==> config.mk <==
export PLATFORM = sky130hd
export DESIGN_NAME = word_narrow_serializer
export DESIGN_NICKNAME = d
export VERILOG_FILES = /design/src/rtl/word_narrow_serializer_pkg.sv /design/src/rtl/word_narrow_classify.sv /design/src/rtl/word_narrow_serializer.sv
export SDC_FILE = /design/constraint.sdc
export NUM_CORES = 1
export LEC_CHECK = 0
export BUFFER_PORTS_ARGS = -buffer_cell sky130_fd_sc_hd__buf_2
export CAP_MARGIN = 20
export CORE_AREA = 8 8 49 91
export CTS_CLUSTER_DIAMETER = 80
export DETAILED_ROUTE_END_ITERATION = 10
export DIE_AREA = 0 0 57 99
export MAX_ROUTING_LAYER = met4
export PLACE_DENSITY = 0.73
export SLEW_MARGIN = 5
export SYNTH_ARGS = -nofsm -noshare
export SYNTH_HDL_FRONTEND = slang
export SYNTH_SLANG_ARGS = --single-unit
==> constraint.sdc <==
create_clock -name clk -period 4.2 [get_ports clk]
set_input_delay 0.42 -clock clk [delete_from_list [all_inputs] [get_ports clk]]
set_output_delay 0.42 -clock clk [all_outputs]
set_load 0.05 [all_outputs]
==> src/rtl/word_narrow_serializer_pkg.sv <==
// Shared encodings for the word narrowing serializer: byte-format codes
// and the serializer state machine encoding.
package word_narrow_serializer_pkg;

  typedef enum logic [1:0] {
    FMT_SEXT = 2'd0,
    FMT_ZEXT = 2'd1,
    FMT_LSBZ = 2'd2,
    FMT_FULL = 2'd3
  } fmt_e;

  typedef enum logic [1:0] {
    ST_IDLE        = 2'd0,
    ST_SEND_FIRST  = 2'd1,
    ST_SEND_SECOND = 2'd2
  } state_e;

endpackage

==> src/rtl/word_narrow_classify.sv <==
// Combinational classifier: picks the shortest byte encoding of a 16-bit word,
// checking sign-extension first, then zero-extension, then a zero low byte.
module word_narrow_classify
  import word_narrow_serializer_pkg::*;
(
  input  logic [15:0] in_word,
  output fmt_e        fmt
);

  always_comb begin
    // NOTE: every branch assigns fmt, and the final else covers the rest,
    // so no latch can be inferred here.
    if (in_word == {{8{in_word[7]}}, in_word[7:0]}) begin
      fmt = FMT_SEXT;
    end else if (in_word[15:8] == 8'h00) begin
      fmt = FMT_ZEXT;
    end else if (in_word[7:0] == 8'h00) begin
      fmt = FMT_LSBZ;
    end else begin
      fmt = FMT_FULL;
    end
  end

endmodule

==> src/rtl/word_narrow_serializer.sv <==
// Accepts 16-bit words, narrows each to its shortest encoding and streams
// the resulting one or two bytes downstream with valid/ready handshakes.
module word_narrow_serializer
  import word_narrow_serializer_pkg::*;
#(
  parameter bit COMPRESS  = 1'b1,
  parameter bit MSB_FIRST = 1'b1
) (
  input  logic        clk,
  input  logic        reset,
  input  logic        in_valid,
  output logic        in_ready,
  input  logic [15:0] in_word,
  output logic        out_valid,
  input  logic        out_ready,
  output logic [7:0]  out_byte,
  output logic [1:0]  out_fmt,
  output logic        out_last,
  output logic [7:0]  word_count
);

  state_e      r_state;
  state_e      w_next;
  logic [15:0] r_word;
  fmt_e        r_fmt;
  logic [7:0]  r_count;

  fmt_e        w_class;
  fmt_e        w_fmt;
  logic        w_in_hs;
  logic        w_out_hs;
  logic [7:0]  w_byte;

  word_narrow_classify u_classify (
    .in_word (in_word),
    .fmt     (w_class)
  );

  assign w_fmt = COMPRESS ? w_class : FMT_FULL;

  assign out_valid = (r_state != ST_IDLE);
  assign out_last  = (r_state == ST_SEND_SECOND) ||
                     ((r_state == ST_SEND_FIRST) && (r_fmt != FMT_FULL));
  assign w_out_hs  = out_valid && out_ready;
  // Reset holds the state in IDLE, so ready must be masked explicitly.
  assign in_ready  = !reset && ((r_state == ST_IDLE) || (w_out_hs && out_last));
  assign w_in_hs   = in_valid && in_ready;

  always_comb begin
    w_byte = 8'h00;
    case (r_state)
      ST_SEND_FIRST: begin
        if ((r_fmt == FMT_LSBZ) || ((r_fmt == FMT_FULL) && MSB_FIRST)) begin
          w_byte = r_word[15:8];
        end else begin
          w_byte = r_word[7:0];
        end
      end
      ST_SEND_SECOND: w_byte = MSB_FIRST ? r_word[7:0] : r_word[15:8];
      default: ;
    endcase
  end

  assign out_byte   = w_byte;
  assign out_fmt    = out_valid ? r_fmt : FMT_SEXT;
  assign word_count = r_count;

  always_comb begin
    w_next = r_state;
    case (r_state)
      ST_IDLE: begin
        if (w_in_hs) w_next = ST_SEND_FIRST;
      end
      ST_SEND_FIRST: begin
        if (w_out_hs) begin
          if (r_fmt == FMT_FULL) w_next = ST_SEND_SECOND;
          else                   w_next = w_in_hs ? ST_SEND_FIRST : ST_IDLE;
        end
      end
      ST_SEND_SECOND: begin
        if (w_out_hs) w_next = w_in_hs ? ST_SEND_FIRST : ST_IDLE;
      end
      default: w_next = ST_IDLE;
    endcase
  end

  // NOTE: all state below uses non-blocking assignments so every register
  // samples the pre-edge values, regardless of statement order.
  always_ff @(posedge clk or posedge reset) begin
    if (reset) begin
      r_state <= ST_IDLE;
      r_word  <= 16'h0000;
      r_fmt   <= FMT_SEXT;
      r_count <= 8'h00;
    end else begin
      r_state <= w_next;
      if (w_in_hs) begin
        r_word <= in_word;
        r_fmt  <= w_fmt;
      end
      if (w_out_hs && out_last) r_count <= r_count + 8'd1;
    end
  end

endmodule

==> results of run 1 <==
-- sequential cells by signal, indices dropped and copies added (netlist names) --
signal      flops
r_word         16
word_count      8
r_fmt           2
r_state         2
-- per-stage QoR --
step	total power (W)	cell area, um^2
after global placement	0.00125	1760
after CTS	0.00143	1810
after detailed placement	0.00127	1760
after global routing	0.00152	1840
final	0.00143	1840
after floorplan	0.00112	1570
-- power breakdown --
part	internal, W	total [W]	switching [W]	leakage (nW)
Combinational	0.000316	0.000777	0.000461	0.545
Sequential	0.000381	0.000486	0.000105	0.344
Clock	0.0000838	0.000163	0.0000795	0.0288
-- cell usage after synthesis (2+ instances only) --
cell type,count
nor2b_1,8
nor2_1,6
inv_1,5
a21oi_1,2
nand4_1,5
dfrtp_1,28
xor2_1,4
nor4_1,3
nor3_1,3
a32oi_1,4
and2b_1,2
buf_6,2
a21o_1,3
mux2_2,13
xnor2_1,3
a22oi_1,4
ha_1,5
mux2_4,8
nand2_1,7
-- cells by family after synthesis --
family                   after synthesis  synth area share
AO/OA/AOI/OAI                         21             0.113
XOR/XNOR                               7            0.0391
adder cells (fa/ha/maj)                5            0.0399
buffers and inverters                 10            0.0439
flip-flops                            28             0.447
multiplexers                          22             0.176
AND/OR/NAND/NOR                       40             0.140
-- area by class of cell --
| type | instances | area, um^2 | area share |
|---|---|---|---|
| Multi-Input combinational cell | 95 | 798 | 0.434 |
| Sequential cell | 28 | 701 | 0.381 |
| Timing Repair Buffer | 41 | 228 | 0.124 |
| Clock buffer | 4 | 55.1 | 0.0299 |
| Tap cell | 32 | 40.0 | 0.0218 |
| Inverter | 5 | 18.8 | 0.0102 |
-- routing by layer --
layer / track usage / wire length [um] / part of all wire / vias to the layer above
met2: 0.185 / 1600 / 0.49 / 31
li1: - / - / - / 562
met4: 0.0327 / 20 / 0.0061 / 0
met1: 0.158 / 1550 / 0.47 / 550
met3: 0.0206 / 128 / 0.039 / 2
met5: - / 0 / 0 / -
-- worst max-delay path by stage --
| stage | startpoint | to | slack (ns) | depth (start not counted) |
|---|---|---|---|---|
| global route | r_state[1]$_DFFE_PP0P_ | out_byte[0] | 1.58 | 6 |
| floorplan | r_state[1]$_DFFE_PP0P_ | out_byte[1] | 1.95 | 5 |
| CTS | r_state[1]$_DFFE_PP0P_ | out_last | 1.69 | 5 |
| finish | r_state[1]$_DFFE_PP0P_ | out_last | 1.70 | 5 |
| detailed placement | r_state[0]$_DFFE_PP0P_ | r_word[11]$_DFFE_PP0P_ | 1.75 | 6 |
| global placement | r_state[0]$_DFFE_PP0P_ | r_word[9]$_DFFE_PP0P_ | 1.84 | 6 |
-- worst max-delay path: stages, from the launching register on --
cell and delay, ns:
dfrtp_1 0.41, inv_1 0.11, ha_1 0.48, a21boi_0 0.36
or2_2 0.18, buf_2 0.25
==> metrics.txt, run 1 <==
CP Class=reg2out; Worst Path Arrival=2.08 ns; EDFF count, synth=0; CP Capture Type=output port; post-synth top area share=0.447; reg2reg end=r_word[11]$_DFFE_PP0P_; final slew viol count=0; outcome=finished clean; H-tree Lvls=1; Primary FF master, synth=dfrtp_1; r2r startpoint=r_state[0]$_DFFE_PP0P_; Synthesized Nets=158; Worst Path Required=3.78 ns; Vias=1145; Worst-Margin Slew=0.908 ns; Avg Cell Area, Syn=11.8 um^2; most frequent cells in the layout=buf_2 (40), dfrtp_1 (28), mux2_2 (13), mux2_4 (8), nor2b_1 (8); Worst R2R Path Depth=6; most common cell after layout, fill and taps aside=buf_2; pwr dens=775 nW/um^2; skew final=0.00209 ns; Initial DRC Count=20; Async SR Flop Fraction=1.00; TritonCTS clock tree=built; chip width=57 um; initial antenna violation count=0; Initial Util=0.475; setup violators final=0; # DRC=0; Hold WS=0.213 ns; Max FO, Critical Path=13; crit path setup slack, layout=1.70 ns; # fillers=306; Hold Path Class=in2async; vias in the first global route=1200; remaining antenna violation count=0; Seq/Total Area, Yosys=0.447; RSZ-0062 raised after global routing=false; Ant. Diodes=0; CP Launch Type=flip-flop; min Tclk post-route=2.50 ns; final WL=3290 um; core area=3300 um^2; PostCTS Resize Cnt=0; Post-CTS Setup Repair Bufs=0; Root Driver=clkbuf_8; Area Growth Syn to Fin=17.4%; total gr overflow=0; hold_buf cts=0; clock-pin slew of the registers on the worst-case setup and hold paths=0.09 ns; clock sink count=28; Max Cap Viol=0; Max VDD drop=0.000527 V; final net count=199; post-synthesis cell type count=37; number of buffers created by CTS=3; Clock Path Buffers=2; Place WS=1.75 ns; share of cells above drive strength 1=0.399; wire per inst=16.1 um; first-pass GRT wire length=5600 um; cell taking the most area after synthesis=dfrtp_1; Max Fclk=401 MHz; GRT Total Usage=0.120; GP Congestion=0.777; Worst-Skew Late Latency=0.27 ns; I/O Buffers=40; placed cells=200; period utilization=0.594; Syn Inst Count=133; die area=5640 um^2; worst reg2reg setup slack=1.70 ns; drt first pass iters=4; via/cell ratio=5.59; Yosys Warn Count=0; Die Y=99 um; Final Non-Filler Cells=205; Final Util=0.557; setup TNS=0 ns; largest net degree at the start of global routing=29; slew margin rel.=0.394; synthesized flop and latch total=28; DP Wirelength=2580 um; IO Count=41; LEAKAGE=0.918 nW; Post-Syn Area=1570 um^2; Fin. Hold Viols=0; # rows=30; synth top area cells=dfrtp_1 (45%), mux2_2 (9.3%), mux2_4 (7.7%), ha_1 (4.0%), nor2b_1 (3.2%)
Power figures use the tool's default switching activity.
==> run 2: changes to the inputs <==
Clock period 4.2 ns to 2.5 ns, I/O delays scaled along.
==> metrics.txt, run 2 (synthesis gave the netlist of run 1 again) <==
Vias=1159; Hold WS=0.0407 ns; Worst-Skew Late Latency=0.28 ns; Max Cap Viol=0; Fin. Hold Viols=0; skew final=0.00606 ns; Die Y=99 um; GP Congestion=0.782; Hold Path Class=in2async; most common cell after layout, fill and taps aside=buf_2; final net count=201; cells along the critical path=inv_1 > ha_1 > buf_4 > a21o_1 > a32oi_1 > nor2b_1 > buf_2; # fillers=306; fin area=1850 um^2; final WL=3320 um; CP Launch Type=flip-flop; slew margin rel.=0.705; RSZ-0062 raised after global routing=false; vias in the first global route=1195; initial antenna violation count=0; Root Driver=clkbuf_8; CP Capture Type=output port; clock sink count=28; Max VDD drop=0.000873 V; top routing layer used=met4; share of cells above drive strength 1=0.406; setup TNS=0 ns; IO Count=41; Post-DP Area=1780 um^2; min Tclk post-route=2.21 ns; I/O Buffers=40; CP Class=reg2out; chip width=57 um; most frequent cells in the layout=buf_2 (40), dfrtp_1 (28), mux2_2 (13), mux2_4 (8), nor2b_1 (8); routed wl met2=1580 um; Post-CTS Setup Repair Bufs=0; crit path max-delay cell type=dfrtp_1; Biggest register=r_word; Max Fclk=453 MHz; # rows=30; LEAKAGE=0.927 nW; Max FO, Critical Path=9; H-tree Lvls=1; setup violators final=0; Overall Power=0.00249 W; Clock Path Buffers=2; PostCTS Resize Cnt=0; remaining antenna violation count=0; Worst-Margin Slew=0.443 ns; M1 WL=1520 um; Area Growth Syn to Fin=18.1%; number of buffers created by CTS=3; Ant. Diodes=0; via/cell ratio=5.60; GRT Total Usage=0.123; final slew viol count=0; Initial Util=0.475; total gr overflow=0; Worst Path Arrival=1.96 ns; Initial DRC Count=22; clock-pin slew of the registers on the worst-case setup and hold paths=0.10 ns; met3 WL=159 um; DP Wirelength=2600 um; wire per inst=16.0 um; drt first pass iters=4; CP peak stage delay=0.41 ns; hold_buf cts=0; core area=3300 um^2; pwr dens=1340 nW/um^2; first-pass GRT wire length=5640 um; outcome=finished clean; die area=5640 um^2; # DRC=0; period utilization=0.883; largest net degree at the start of global routing=29; TritonCTS clock tree=built; max reg flops=16; Worst Path Required=2.25 ns
[run 2: per-layer routing]
metal	up-vias	track usage
met5	-	-
met4	0	0.0436
met3	5	0.0283
met2	36	0.183
met1	558	0.158
li1	560	-
[run 2: final timing paths]
path	cells after the start	endpoint	slack [ns]	startpoint
max in group asynchronous	3	word_count[5]$_DFFE_PP0P_	2.20	reset
min	3	r_fmt[1]$_DFFE_PP0P_	0.04	reset
max	7	out_byte[7]	0.29	r_state[1]$_DFFE_PP0P_
max reg2reg	7	r_word[13]$_DFFE_PP0P_	0.42	r_state[0]$_DFFE_PP0P_
min in group clk	2	r_word[1]$_DFFE_PP0P_	0.22	in_word[1]
min reg2reg	1	word_count[7]$_DFFE_PP0P_	0.47	word_count[7]$_DFFE_PP0P_
[run 2: final cells by class]
class                           count  area (um^2)  area share
Clock buffer                        3         41.3      0.0223
Inverter                            5         18.8      0.0101
Tap cell                           32         40.0      0.0216
Multi-Input combinational cell     95          798       0.431
Clock inverter                      1         30.0      0.0162
Sequential cell                    28          701       0.378
Timing Repair Buffer               43          223       0.120
[run 2: worst max-delay path: cells and delay by family (launching register included)]
kind	cells	cell delay (ns)
and+or+nand+nor	1	0.13
buffers and inverters	3	0.57
AOI/OAI and AO/OA	2	0.28
DFF	1	0.41
adders and majority gates	1	0.28
[run 2: power by group]
| group | switching [W] | leakage [nW] | internal [W] |
|---|---|---|---|
| clock | 0.000141 | 0.0357 | 0.000214 |
| combinational | 0.000772 | 0.547 | 0.000539 |
| sequential | 0.000178 | 0.344 | 0.000640 |
[run 2: stage by stage]
step | cells | worst slack (ns) | utilization
floorplan | 133 | 0.421 | -
global placement | 203 | 0.489 | 0.539
detailed placement | 203 | 0.421 | 0.539
CTS | 207 | 0.279 | 0.561
global route | 207 | 0.134 | 0.561
finish | 207 | 0.293 | 0.561
==> run 3: changes to the inputs <==
Settings changed: CORE_AREA 8 8 49 91 to 8 8 48 89, DIE_AREA 0 0 57 99 to 0 0 56 97, PLACE_DENSITY 0.73 to 0.77.
==> metrics.txt, run 3 (synthesis gave the netlist of run 1 again) <==
reg2reg end=r_word[9]$_DFFE_PP0P_; Area Growth Syn to Fin=17.0%; # DRC=0; die area=5430 um^2; min Tclk post-route=2.25 ns; I/O Buffers=40; crit path max-delay cell type=dfrtp_1; max reg flops=16; Initial DRC Count=29; Biggest register=r_word; Overall Power=0.00245 W; # rows=29; met2 usage=0.239; CP Launch Type=flip-flop; drt first pass iters=4; hold_buf cts=0; Ant. Diodes=0; fin area=1830 um^2; wire per inst=17.9 um; setup TNS=0 ns; total gr overflow=0; slew margin rel.=0.681; CP Capture Type=output port; Worst R2R Path Depth=7; RSZ-0062 raised after global routing=false; GP Congestion=0.789; Hold Path Class=in2async; PostCTS Resize Cnt=0; period utilization=0.901; H-tree Lvls=1; Worst-Skew Late Latency=0.28 ns; setup violators final=0; Post-CTS Setup Repair Bufs=0; area occupied by multi-input gates=798 um^2; cells along the critical path=inv_1 > ha_1 > a21o_1 > a32oi_1 > nor2b_1 > buf_2; CP Class=reg2out; GRT Total Usage=0.140; pwr dens=1340 nW/um^2; Max VDD drop=0.000774 V; Worst Path Required=2.25 ns; chip width=56 um; LEAKAGE=0.920 nW; core area=3120 um^2; Vias=1206; Clock Path Buffers=2; vias in the first global route=1338; Global Route met1 Usage=0.151; share of cells above drive strength 1=0.406; Max Fclk=444 MHz; clock-pin slew of the registers on the worst-case setup and hold paths=0.09 ns; Die Y=97 um; outcome=finished clean; number of buffers created by CTS=3; worst reg2reg setup slack=0.40 ns; most common cell after layout, fill and taps aside=buf_2; gr busiest metal=met2; Fin. Hold Viols=0; remaining antenna violation count=0; via/cell ratio=5.85; skew final=0.00243 ns; final slew viol count=0; TritonCTS clock tree=built; Worst Path Arrival=2.00 ns; Root Driver=clkbuf_8; Post-DP Area=1780 um^2; CP peak stage delay=0.42 ns; met3 usage=0.0327; final WL=3680 um; Initial Util=0.502; most frequent cells in the layout=buf_2 (40), dfrtp_1 (28), mux2_2 (13), mux2_4 (8), nor2b_1 (8); clock sink count=28; FF/Latch Area=701 um^2; first-pass GRT wire length=6280 um; Worst-Margin Slew=0.479 ns; initial antenna violation count=0; final net count=201; IO Count=41; r2r startpoint=r_state[0]$_DFFE_PP0P_; # fillers=289; Final Util=0.588; Max Cap Viol=0; largest net degree at the start of global routing=29; DP Wirelength=2930 um; Max FO, Critical Path=9
==> run 3: cell type report <==
cell class | count | share of cell area
clock buffers | 4 | 0.0300
inverters | 5 | 0.0102
multi-input cells | 95 | 0.435
flip-flops and latches | 28 | 0.382
well taps | 31 | 0.0211
repair buffers | 43 | 0.121
==> run 3: metal layers <==
metal,wire [um],share of wire
met5,0,0
met1,1500,0.41
met4,59,0.016
met3,143,0.039
met2,1980,0.54
==> run 3: how the worst max path moves through the flow <==
stage                           start                      to  slack [ns]
2_1_floorplan  r_state[1]$_DFFE_PP0P_             out_byte[1]        0.42
3_3_place_gp   r_state[0]$_DFFE_PP0P_  r_word[12]$_DFFE_PP0P_        0.49
3_5_place_dp   r_state[0]$_DFFE_PP0P_   r_word[9]$_DFFE_PP0P_        0.42
4_1_cts        r_state[1]$_DFFE_PP0P_             out_byte[3]        0.24
5_1_grt        r_state[1]$_DFFE_PP0P_                out_last        0.14
6_report       r_state[1]$_DFFE_PP0P_             out_byte[3]        0.25
==> run 3: report_power, final <==
group | total [W] | leakage [nW] | switching [W] | internal [W]
Combinational | 0.00134 | 0.547 | 0.000800 | 0.000542
Clock | 0.000283 | 0.0288 | 0.000141 | 0.000141
Sequential | 0.000825 | 0.344 | 0.000185 | 0.000640
Total | 0.00245 | 0.920 | 0.00113 | 0.00132
==> run 3: per-stage QoR <==
step	hold WS, ns	instances	setup WS [ns]
after floorplan	0.315	133	0.421
after global placement	0.356	202	0.487
after detailed placement	0.366	202	0.420
after CTS	0.0616	206	0.244
after global routing	0.0785	206	0.140
final	0.0438	206	0.248
==> run 3: worst max-delay path, delay by kind of cell (launching register included) <==
| family | cells | cell delay, ns |
|---|---|---|
| buf+inv | 2 | 0.39 |
| compound gates | 2 | 0.35 |
| fa+ha+maj | 1 | 0.41 |
| simple gates | 1 | 0.15 |
| flops | 1 | 0.42 |
